`src/rtl/uart_pkg.sv`:
```
// Shared UART definitions: transmitter state encoding, parity modes and the
// 16x oversampling factor used by both the transmitter and the receiver.
package uart_pkg;

  typedef enum logic [2:0] {
    IDLE,
    START,
    DATA,
    PARITY_S,
    STOP
  } tx_state_e;

  localparam int unsigned PAR_NONE   = 0;
  localparam int unsigned PAR_EVEN   = 1;
  localparam int unsigned PAR_ODD    = 2;

  localparam int unsigned OVERSAMPLE = 16;

endpackage

```
`src/rtl/uart_fifo.sv`:
```
// Small circular FIFO for UART byte buffering. Pointers carry one extra MSB
// so that full and empty can be told apart when the address bits match.
module uart_fifo #(
  parameter int unsigned DBIT    = 8,
  parameter int unsigned FIFO_AW = 2
) (
  input  logic            i_clk,
  input  logic            i_reset,
  input  logic            i_wr,
  input  logic [DBIT-1:0] i_wr_data,
  input  logic            i_rd,
  output logic [DBIT-1:0] o_rd_data,
  output logic            o_full,
  output logic            o_empty
);

  localparam int unsigned DEPTH = 1 << FIFO_AW;

  logic [DBIT-1:0]  mem_q [DEPTH];
  logic [DBIT-1:0]  mem_d [DEPTH];
  logic [FIFO_AW:0] wp_q, wp_d;
  logic [FIFO_AW:0] rp_q, rp_d;
  logic             do_wr;
  logic             do_rd;

  assign o_full    = (wp_q[FIFO_AW] != rp_q[FIFO_AW]) &&
                     (wp_q[FIFO_AW-1:0] == rp_q[FIFO_AW-1:0]);
  assign o_empty   = (wp_q == rp_q);
  assign o_rd_data = mem_q[rp_q[FIFO_AW-1:0]];

  // Push/pop qualification and next pointer/storage values; a write while
  // full is dropped even when a pop happens in the same cycle.
  always_comb begin
    do_wr = i_wr && !o_full;
    do_rd = i_rd && !o_empty;
    mem_d = mem_q;
    wp_d  = wp_q;
    rp_d  = rp_q;
    if (do_wr) begin
      mem_d[wp_q[FIFO_AW-1:0]] = i_wr_data;
      wp_d = wp_q + 1'b1;
    end
    if (do_rd) begin
      rp_d = rp_q + 1'b1;
    end
  end

  // Pointer and storage registers with synchronous reset.
  always_ff @(posedge i_clk) begin
    if (i_reset) begin
      wp_q <= '0;
      rp_q <= '0;
      for (int unsigned i = 0; i < DEPTH; i++) begin
        mem_q[i] <= '0;
      end
    end else begin
      wp_q  <= wp_d;
      rp_q  <= rp_d;
      mem_q <= mem_d;
    end
  end

endmodule

```
`src/rtl/uart_tx.sv`:
```
// UART transmitter: buffers bytes in a small FIFO and serialises each one as
// start, DBIT data bits LSB first, optional parity, and stop, paced by the
// 16x oversampling tick from the shared baud-rate generator.
module uart_tx
  import uart_pkg::*;
#(
  parameter int unsigned DBIT    = 8,
  parameter int unsigned SB_TICK = 16,
  parameter int unsigned PARITY  = 0,
  parameter int unsigned FIFO_AW = 2
) (
  input  logic            i_clk,
  input  logic            i_reset,
  input  logic            i_tick,
  input  logic            i_wr,
  input  logic [DBIT-1:0] i_wr_data,
  output logic            o_full,
  output logic            o_empty,
  output logic            o_busy,
  output logic            o_tx_done,
  output logic            o_tx
);

  localparam int unsigned SW = (SB_TICK > OVERSAMPLE) ? $clog2(SB_TICK) : $clog2(OVERSAMPLE);
  localparam int unsigned NW = (DBIT > 1) ? $clog2(DBIT) : 1;

  tx_state_e       state_q, state_d;
  logic [SW-1:0]   s_q, s_d;
  logic [NW-1:0]   n_q, n_d;
  logic [DBIT-1:0] b_q, b_d;
  logic            par_q, par_d;
  logic            tx_q, tx_d;
  logic            done_q, done_d;
  logic            pop;
  logic [DBIT-1:0] fifo_data;
  logic            fifo_empty;

  uart_fifo #(
    .DBIT    (DBIT),
    .FIFO_AW (FIFO_AW)
  ) u_fifo (
    .i_clk     (i_clk),
    .i_reset   (i_reset),
    .i_wr      (i_wr),
    .i_wr_data (i_wr_data),
    .i_rd      (pop),
    .o_rd_data (fifo_data),
    .o_full    (o_full),
    .o_empty   (fifo_empty)
  );

  assign o_empty   = fifo_empty;
  assign o_busy    = (state_q != IDLE);
  assign o_tx_done = done_q;
  assign o_tx      = tx_q;

  // Frame sequencing: next state, tick/bit counters, shift register, parity.
  // The line value is derived from the next state so o_tx can be a flop
  // without lagging the state by a cycle.
  always_comb begin
    state_d = state_q;
    s_d     = s_q;
    n_d     = n_q;
    b_d     = b_q;
    par_d   = par_q;
    done_d  = 1'b0;
    pop     = 1'b0;
    case (state_q)
      IDLE: begin
        if (!fifo_empty) begin
          pop     = 1'b1;
          b_d     = fifo_data;
          par_d   = (^fifo_data) ^ (PARITY == PAR_ODD);
          s_d     = '0;
          state_d = START;
        end
      end
      START: begin
        if (i_tick) begin
          if (s_q == SW'(OVERSAMPLE - 1)) begin
            s_d     = '0;
            n_d     = '0;
            state_d = DATA;
          end else begin
            s_d = s_q + 1'b1;
          end
        end
      end
      DATA: begin
        if (i_tick) begin
          if (s_q == SW'(OVERSAMPLE - 1)) begin
            s_d = '0;
            b_d = b_q >> 1;
            if (n_q == NW'(DBIT - 1)) begin
              state_d = (PARITY != PAR_NONE) ? PARITY_S : STOP;
            end else begin
              n_d = n_q + 1'b1;
            end
          end else begin
            s_d = s_q + 1'b1;
          end
        end
      end
      PARITY_S: begin
        if (i_tick) begin
          if (s_q == SW'(OVERSAMPLE - 1)) begin
            s_d     = '0;
            state_d = STOP;
          end else begin
            s_d = s_q + 1'b1;
          end
        end
      end
      STOP: begin
        if (i_tick) begin
          if (s_q == SW'(SB_TICK - 1)) begin
            s_d     = '0;
            done_d  = 1'b1;
            state_d = IDLE;
          end else begin
            s_d = s_q + 1'b1;
          end
        end
      end
      default: begin
        state_d = IDLE;
      end
    endcase

    case (state_d)
      START:    tx_d = 1'b0;
      DATA:     tx_d = b_d[0];
      PARITY_S: tx_d = par_d;
      default:  tx_d = 1'b1;
    endcase
  end

  // State and datapath registers; reset abandons any frame in flight.
  always_ff @(posedge i_clk) begin
    if (i_reset) begin
      state_q <= IDLE;
      s_q     <= '0;
      n_q     <= '0;
      b_q     <= '0;
      par_q   <= 1'b0;
      tx_q    <= 1'b1;
      done_q  <= 1'b0;
    end else begin
      state_q <= state_d;
      s_q     <= s_d;
      n_q     <= n_d;
      b_q     <= b_d;
      par_q   <= par_d;
      tx_q    <= tx_d;
      done_q  <= done_d;
    end
  end

endmodule

```
`config.mk`:
```
export PLATFORM = sky130hd
export DESIGN_NAME = uart_tx
export DESIGN_NICKNAME = d
export VERILOG_FILES = /design/src/rtl/uart_pkg.sv /design/src/rtl/uart_fifo.sv /design/src/rtl/uart_tx.sv
export SDC_FILE = /design/constraint.sdc
export NUM_CORES = 1
export LEC_CHECK = 0
export ABC_AREA = 1
export BUFFER_PORTS_ARGS = -buffer_cell sky130_fd_sc_hd__buf_2
export CAP_MARGIN = 20
export CORE_AREA = 4 4 86 88
export DETAILED_ROUTE_END_ITERATION = 10
export DIE_AREA = 0 0 90 92
export GPL_TIMING_DRIVEN = 0
export PLACE_DENSITY_LB_ADDON = 0.3
export SYNTH_ARGS = -nofsm -noshare
export SYNTH_HDL_FRONTEND = slang
export SYNTH_HIERARCHICAL = 1
export SYNTH_SLANG_ARGS = --single-unit
```
`constraint.sdc`:
```
create_clock -name i_clk -period 1.59 [get_ports i_clk]
set_input_delay 0.2385 -clock i_clk [delete_from_list [all_inputs] [get_ports i_clk]]
set_output_delay 0.2385 -clock i_clk [all_outputs]
set_load 0.05 [all_outputs]
```
# Yosys cells after proc, flatten, opt, wreduce, memory -nomap -nowiden
# Cells that the tools add are included.
[totals] reg_bits=59 inputBits=12 out_inout_bits=5 elab_cells=98
[op_classes] n_addsub=4 n_lt_le_gt_ge=3 eq_ne=19 mux=37 bitwise=4 reduce_logical=17
[op_table] operator="$mux 8" n=6
[op_table] operator="$mux 3" n=15
[op_table] operator="$bwmux 32" n=1
[op_table] operator="$bmux 8 s2" n=1
[op_table] operator="$demux 8 s2" n=1
[op_table] operator="$pmux 8 s2" n=1
[op_table] operator="$pmux 3 s5" n=1
[op_table] operator="$eq 3x2->1 const B" n=4
[op_table] operator="$mux 4" n=3
[op_table] operator="$ne 2x2->1 const B" n=6
[op_table] operator="$add 3x1->3 const B" n=3
[op_table] operator="$pmux 4 s2" n=1
[op_table] operator="$reduce_xor 8->1" n=1
[op_table] operator="$eq 3x1->1 const B" n=2
[op_table] operator="$eq 3x3->1 const B" n=2
[op_table] operator="$ge 3x3->1 const B" n=2
[op_table] operator="$not 2->3" n=2
[op_table] operator="$pmux 3 s2" n=1
[op_table] operator="$reduce_and 6->1" n=1
[op_table] operator="$reduce_bool 2->1" n=3
[op_table] operator="$mux 1" n=5
[op_table] operator="$add 4x1->4 const B" n=1
[op_table] operator="$eq 4x4->1 const B" n=1
[op_table] operator="$logic_and 1x1->1" n=4
[op_table] operator="14 further kinds" n=16

# Longest topological paths before layout
[depth] word_depth=8 ltp_mapped=15 mapped_depth_nobuf=14

# Hierarchy
# Netlist, hierarchy kept.
[by_module_without_submodules] module="uart_fifo" n_inst=1 cells_per_inst=351 area_per_inst_um2=2279.7 seq_area_each_um2=760.7
[by_module_without_submodules] module="uart_tx" n_inst=1 cells_per_inst=202 area_per_inst_um2=1321.3 seq_area_each_um2=420.4

# Worst setup path before layout
# No wires, ideal clock.
[synth_path] path_kind="flip-flop to flip-flop" from="register u_fifo.wp_q[1]" to="register tx_q (netlist: o_tx)" setup_ns=0.120 arrival_ns=1.737 required_ns=1.470 setup_slack_ns=-0.267 stages_incl_launch_ff=9 path_buffers=1 synth_period_minus_slack_ns=1.857 cell_sequence="dfxtp_1 -> xnor2_1 -> nand3_1 -> inv_1 -> nor2_4 -> buf_6 -> or2_1 -> nand3_1 -> nand3_1"
[synth_between] elab_chain_cells=5 word_cells_on_any_way=11 classes_between="4 x eq/ne; 7 x mux"
[synth_rtl] item="from (decl)" line_no="uart_fifo.sv:21" text="logic [FIFO_AW:0] wp_q, wp_d;"
[synth_rtl] item="from (signal assigned)" line_no="uart_fifo.sv:57" text="wp_q <= wp_d;"
[synth_rtl] item="$eq 3x3->1 (*)" line_no="uart_fifo.sv:28" text="assign o_empty = (wp_q == rp_q);"
[synth_rtl] item="net o_empty" line_no="uart_tx.sv:18" text="output logic o_empty,"
[synth_rtl] item="$mux 3" line_no="uart_tx.sv:70" text="if (!fifo_empty) begin"
[synth_rtl] item="$pmux 3 s5" line_no="uart_tx.sv:68" text="case (state_q)"
[synth_rtl] item="$eq 3x2->1 / $eq 3x1->1 (equally long branches)" line_no="uart_tx.sv:130" text="case (state_d)"
[synth_rtl] item="$pmux 1 s3 (*)" line_no="uart_tx.sv:130"
[synth_rtl] item="to (signal assigned)" line_no="uart_tx.sv:154" text="tx_q <= tx_d;"
[synth_rtl] item="to (decl)" line_no="uart_tx.sv:32" text="logic tx_q, tx_d;"
# The timed path passes the listed nets; every way through them passes the cells marked *. The select of a mux whose other input is x is not followed.
# A chain may end at the register's enable or synchronous reset.

# Worst setup path after layout
[layout_path] from="register u_fifo.rp_q[0]" to="register par_q"
[layout_between] elab_chain_cells=7 word_cells_on_any_way=8 classes_between="1 x eq/ne; 5 x mux; 1 x bitwise; 1 x reduce/logical"
[layout_rtl] item="from (decl)" line_no="uart_fifo.sv:22" text="logic [FIFO_AW:0] rp_q, rp_d;"
[layout_rtl] item="from (signal assigned)" line_no="uart_fifo.sv:58" text="rp_q <= rp_d;"
[layout_rtl] item="$not 2->3 (implied by the code)" line_no="uart_fifo.sv:29" text="assign o_rd_data = mem_q[rp_q[FIFO_AW-1:0]];"
[layout_rtl] item="$bmux 8 s2" line_no="uart_fifo.sv:29"
[layout_rtl] item="$mux 8 (implied by the code) (2 in series)" line_no="uart_fifo.sv:29"
[layout_rtl] item="net fifo_data[5]" line_no="uart_tx.sv:35" text="logic [DBIT-1:0] fifo_data;"
[layout_rtl] item="$reduce_xor 8->1" line_no="uart_tx.sv:73" text="par_d = (^fifo_data) ^ (PARITY == PAR_ODD);"
[layout_rtl] item="$mux 1" line_no="uart_tx.sv:70"
[layout_rtl] item="$mux 1" line_no="uart_tx.sv:68"
[layout_rtl] item="to (signal assigned)" line_no="uart_tx.sv:153" text="par_q <= par_d;"
[layout_rtl] item="to (decl)" line_no="uart_tx.sv:31" text="logic par_q, par_d;"
# The timed path passes the listed nets, and every way through them passes these cells. The select of a mux whose other input is x is not followed.

==> reports/metrics.yaml <==
run_status:
  status: "finished with violations"
  violations: "setup timing"
die:
  die_x_um: 90
  fp.coreArea_sq_mm: 0.00664
  die_area_sq_mm: 0.00828
  start_util_pct: 54.2
  die_h_um: 92
  ios: 17
  rows: 30
setup_path:
  cp_top_family: "simple AND/OR/NAND/NOR gates"
  critPathMaxStageDelay_ns: 0.38
  cp.depth: 14
  crit_fanout: 8
  critPathSlowestCell: "dfxtp_4"
  endpoint_kind: "register"
  crit_chain: "inv_6 -> clkbuf_16 -> a21oi_1 -> a21oi_2 -> inv_1 -> nand2_1 -> nand2_1 -> nand2_1 -> nand2_1 -> nand2_1 -> nand2_1 -> nand2_1 -> nand2_1 -> nor2_1"
  required_ns: 1.78
  worst-endpoint-arrival_ns: 1.95
  critPathBufInv: 3
  crit_top_cell: "nand2_1"
  timing.rr.end: "par_q"
  regToRegStartpoint: "u_fifo/rp_q[0]"
  path_class: "reg2reg"
  cp-start-kind: "register"
  reg2regPathDepth: 14
  rrSetupSlack_ns: -0.18
logic_synthesis:
  yosys.area_share.simple_pct: 36.6
  yosysMostFrequentCell: "nand2_1"
  synth_cell_types: 33
  synth_top_family_by_area: "simple AND/OR/NAND/NOR gates"
  synth-xor-area-share_pct: 1.46
  avgSynthCellArea_sq_um: 6.51
  synth_compound_area_share_pct: 10.8
  synth_area_leaders: "dfxtp_1, nand2_1, inv_1, nand4_1, a21oi_1"
  dominantRegCellSynth: "dfxtp_1"
  synth.top_cell.area_share_pct: 32.8
  synth.top_cells.by_count: "nand2_1, inv_1, dfxtp_1, a21oi_1, nand4_1"
  syn_inst: 553
  ys_warn_count: 6
  muxShareOfSynthArea_pct: 0
  seq_area_frac_synth_pct: 32.8
  synth_area_sq_mm: 0.00360
  synth_nets: 573
  synthAdderAreaFrac_pct: 2.78
  yosys.area.top_type: "dfxtp_1"
  synthArstFlopShare_pct: 0
  ys_ff_latch: 59
  synth_edf_count: 0
clock_tree:
  htreeDepth: 3
  root_buffer: "clkbuf_8"
  cts_tree: "built"
  clk_pin_slew_ns: 0.06
  holdBufCountCts: 0
  clk_path_buf_depth: 2
  cts-buffers-inserted: 9
  clkLatencyLatePin_ns: 0.33
  clock-sinks: 59
detailed_routing:
  drt_iter0_drc: 223
  ant_nets: 0
  dr.pass1.iters: 5
  vias: 3528
  vias_per_cell: 5.21
  wire_per_inst_um: 13.6
  totalWireLength_um: 9200
  remaining_drc_errors: 0
grt:
  grt_usage_pct: 22.3
  grt_pass1_vias: 3304
  grt_max_degree: 14
  grt_pass1_wl_um: 15100
  grt_overflow: 0
  antenna_found_initial: 0
layout:
  fillCellCount: 559
  finalNetCount: 614
  finish.utilization_pct: 67.3
  diodes: 0
  layout-drive-gt1-share_pct: 29.8
  syn_to_final_growth_pct: 24.1
  finalInstanceArea_sq_mm: 0.00447
placed_design:
  io_buffer_count: 16
  hpwl_um: 6160
  dpl-instance-area_sq_mm: 0.00382
  gp_congestion: 0.845
sta:
  hold_viol: 0
  setup_tns_ns: -0.921
  finalCritPeriodShare_pct: 111
  max_clock_freq_mhz: 566
  clock_skew_ns: 0.00738
  rsz0062_at_grt: "true"
  finalSetupViolations: 14
  slew_headroom_pct: 59.0
  tightest_slew_ns: 0.614
  timing.final.max_slew_violations: 0
  setup_ws_ns: -0.178
  layout_min_cycle_time_ns: 1.77
power_and_ir_drop:
  p_leak_nw: 2.14
  total_power_w: 0.00635
  p_per_area_mw_per_mm2: 1420
  vdd_ir_drop_max_v: 0.000651
worst_hold_path:
  worstHoldEndpoint: "u_fifo/rp_q[2]"
  worstHoldPathCells: 2
  min_from: "i_reset"
  holdCritPathClass: "in2reg"
job:
  maxCapViolCount: 0
==> logic make-up after synthesis <==
| family | after synthesis |
|---|---|
| buffers and inverters | 135 |
| AND/OR/NAND/NOR | 280 |
| XOR/XNOR | 6 |
| adder cells (fa/ha/maj) | 8 |
| flip-flops | 59 |
| AO/OA/AOI/OAI | 65 |
==> layer usage <==
metal | part of all wire [%] | global-route usage [%]
met1 | 43 | 26.7
met2 | 49 | 38.4
met3 | 3.8 | 3.36
met4 | 4.2 | 11.9
met5 | 0 | 0
==> flip-flops by register name (all words and copies together) (netlist names) <==
name and cells:
n_q 3, o_tx_done 1, state_q 3, o_tx 1
u_fifo/mem_q 32, u_fifo/rp_q 3, u_fifo/wp_q 3, par_q 1
b_q 8, s_q 4
==> power by group <==
part / leakage (nW) / internal, W / total (W) / switching [W]
Sequential: 0.486 / 0.00169 / 0.00184 / 0.000155
Combinational: 1.56 / 0.00131 / 0.00331 / 0.00200
Clock: 0.0908 / 0.000625 / 0.00119 / 0.000568
Total: 2.14 / 0.00362 / 0.00635 / 0.00272
==> metrics by stage <==
step | hold WS (ns) | std cells | setup WS, ns
after floorplan | 0.300 | 553 | -0.0413
after global placement | 0.451 | 649 | -0.400
after detailed placement | 0.455 | 649 | -0.409
after CTS | 0.109 | 671 | -0.136
after global routing | 0.115 | 677 | -0.325
final | 0.121 | 677 | -0.178
==> what timing repair did <==
action / in CTS / in global routing
pin swaps: 16 / 28
gates resized for setup: 50 / 51
setup buffers: 8 / 6
hold endpoints to repair: 0 / 0
gates cloned: 1 / 1
setup endpoints to repair: 14 / 35
==> how the worst max path moves through the flow <==
stage / startpoint / to / slack, ns
global placement: u_fifo/rp_q[0] / o_tx / -0.40
global route: u_fifo/rp_q[0] / par_q / -0.33
finish: u_fifo/rp_q[0] / par_q / -0.18
detailed placement: u_fifo/rp_q[0] / o_tx / -0.41
CTS: u_fifo/rp_q[0] / o_tx / -0.14
floorplan: u_fifo/rp_q[2] / u_fifo/rp_q[1] / -0.04
==> layout make-up <==
type | count | area [sq um] | share of cell area, %
multi-input cells | 359 | 2110 | 47.3
flip-flops and latches | 59 | 1200 | 26.9
inverters | 111 | 433 | 9.69
repair buffers | 32 | 260 | 5.82
plain buffers | 22 | 196 | 4.40
clock buffers | 11 | 151 | 3.39
well taps | 80 | 100 | 2.24
clock inverters | 3 | 15.0 | 0.336
==> layout by cell type (no fill, tap or decap), types with 12 or more instances in the layout <==
cell,count
inv_2,13
buf_4,13
nor2_2,29
nor2_1,26
dfxtp_1,51
inv_1,93
nand4_1,34
a21oi_1,15
nand2_1,148
clkbuf_8,12
nand2_2,14
a21oi_2,18
buf_2,23
Power figures use the tool's default switching activity.
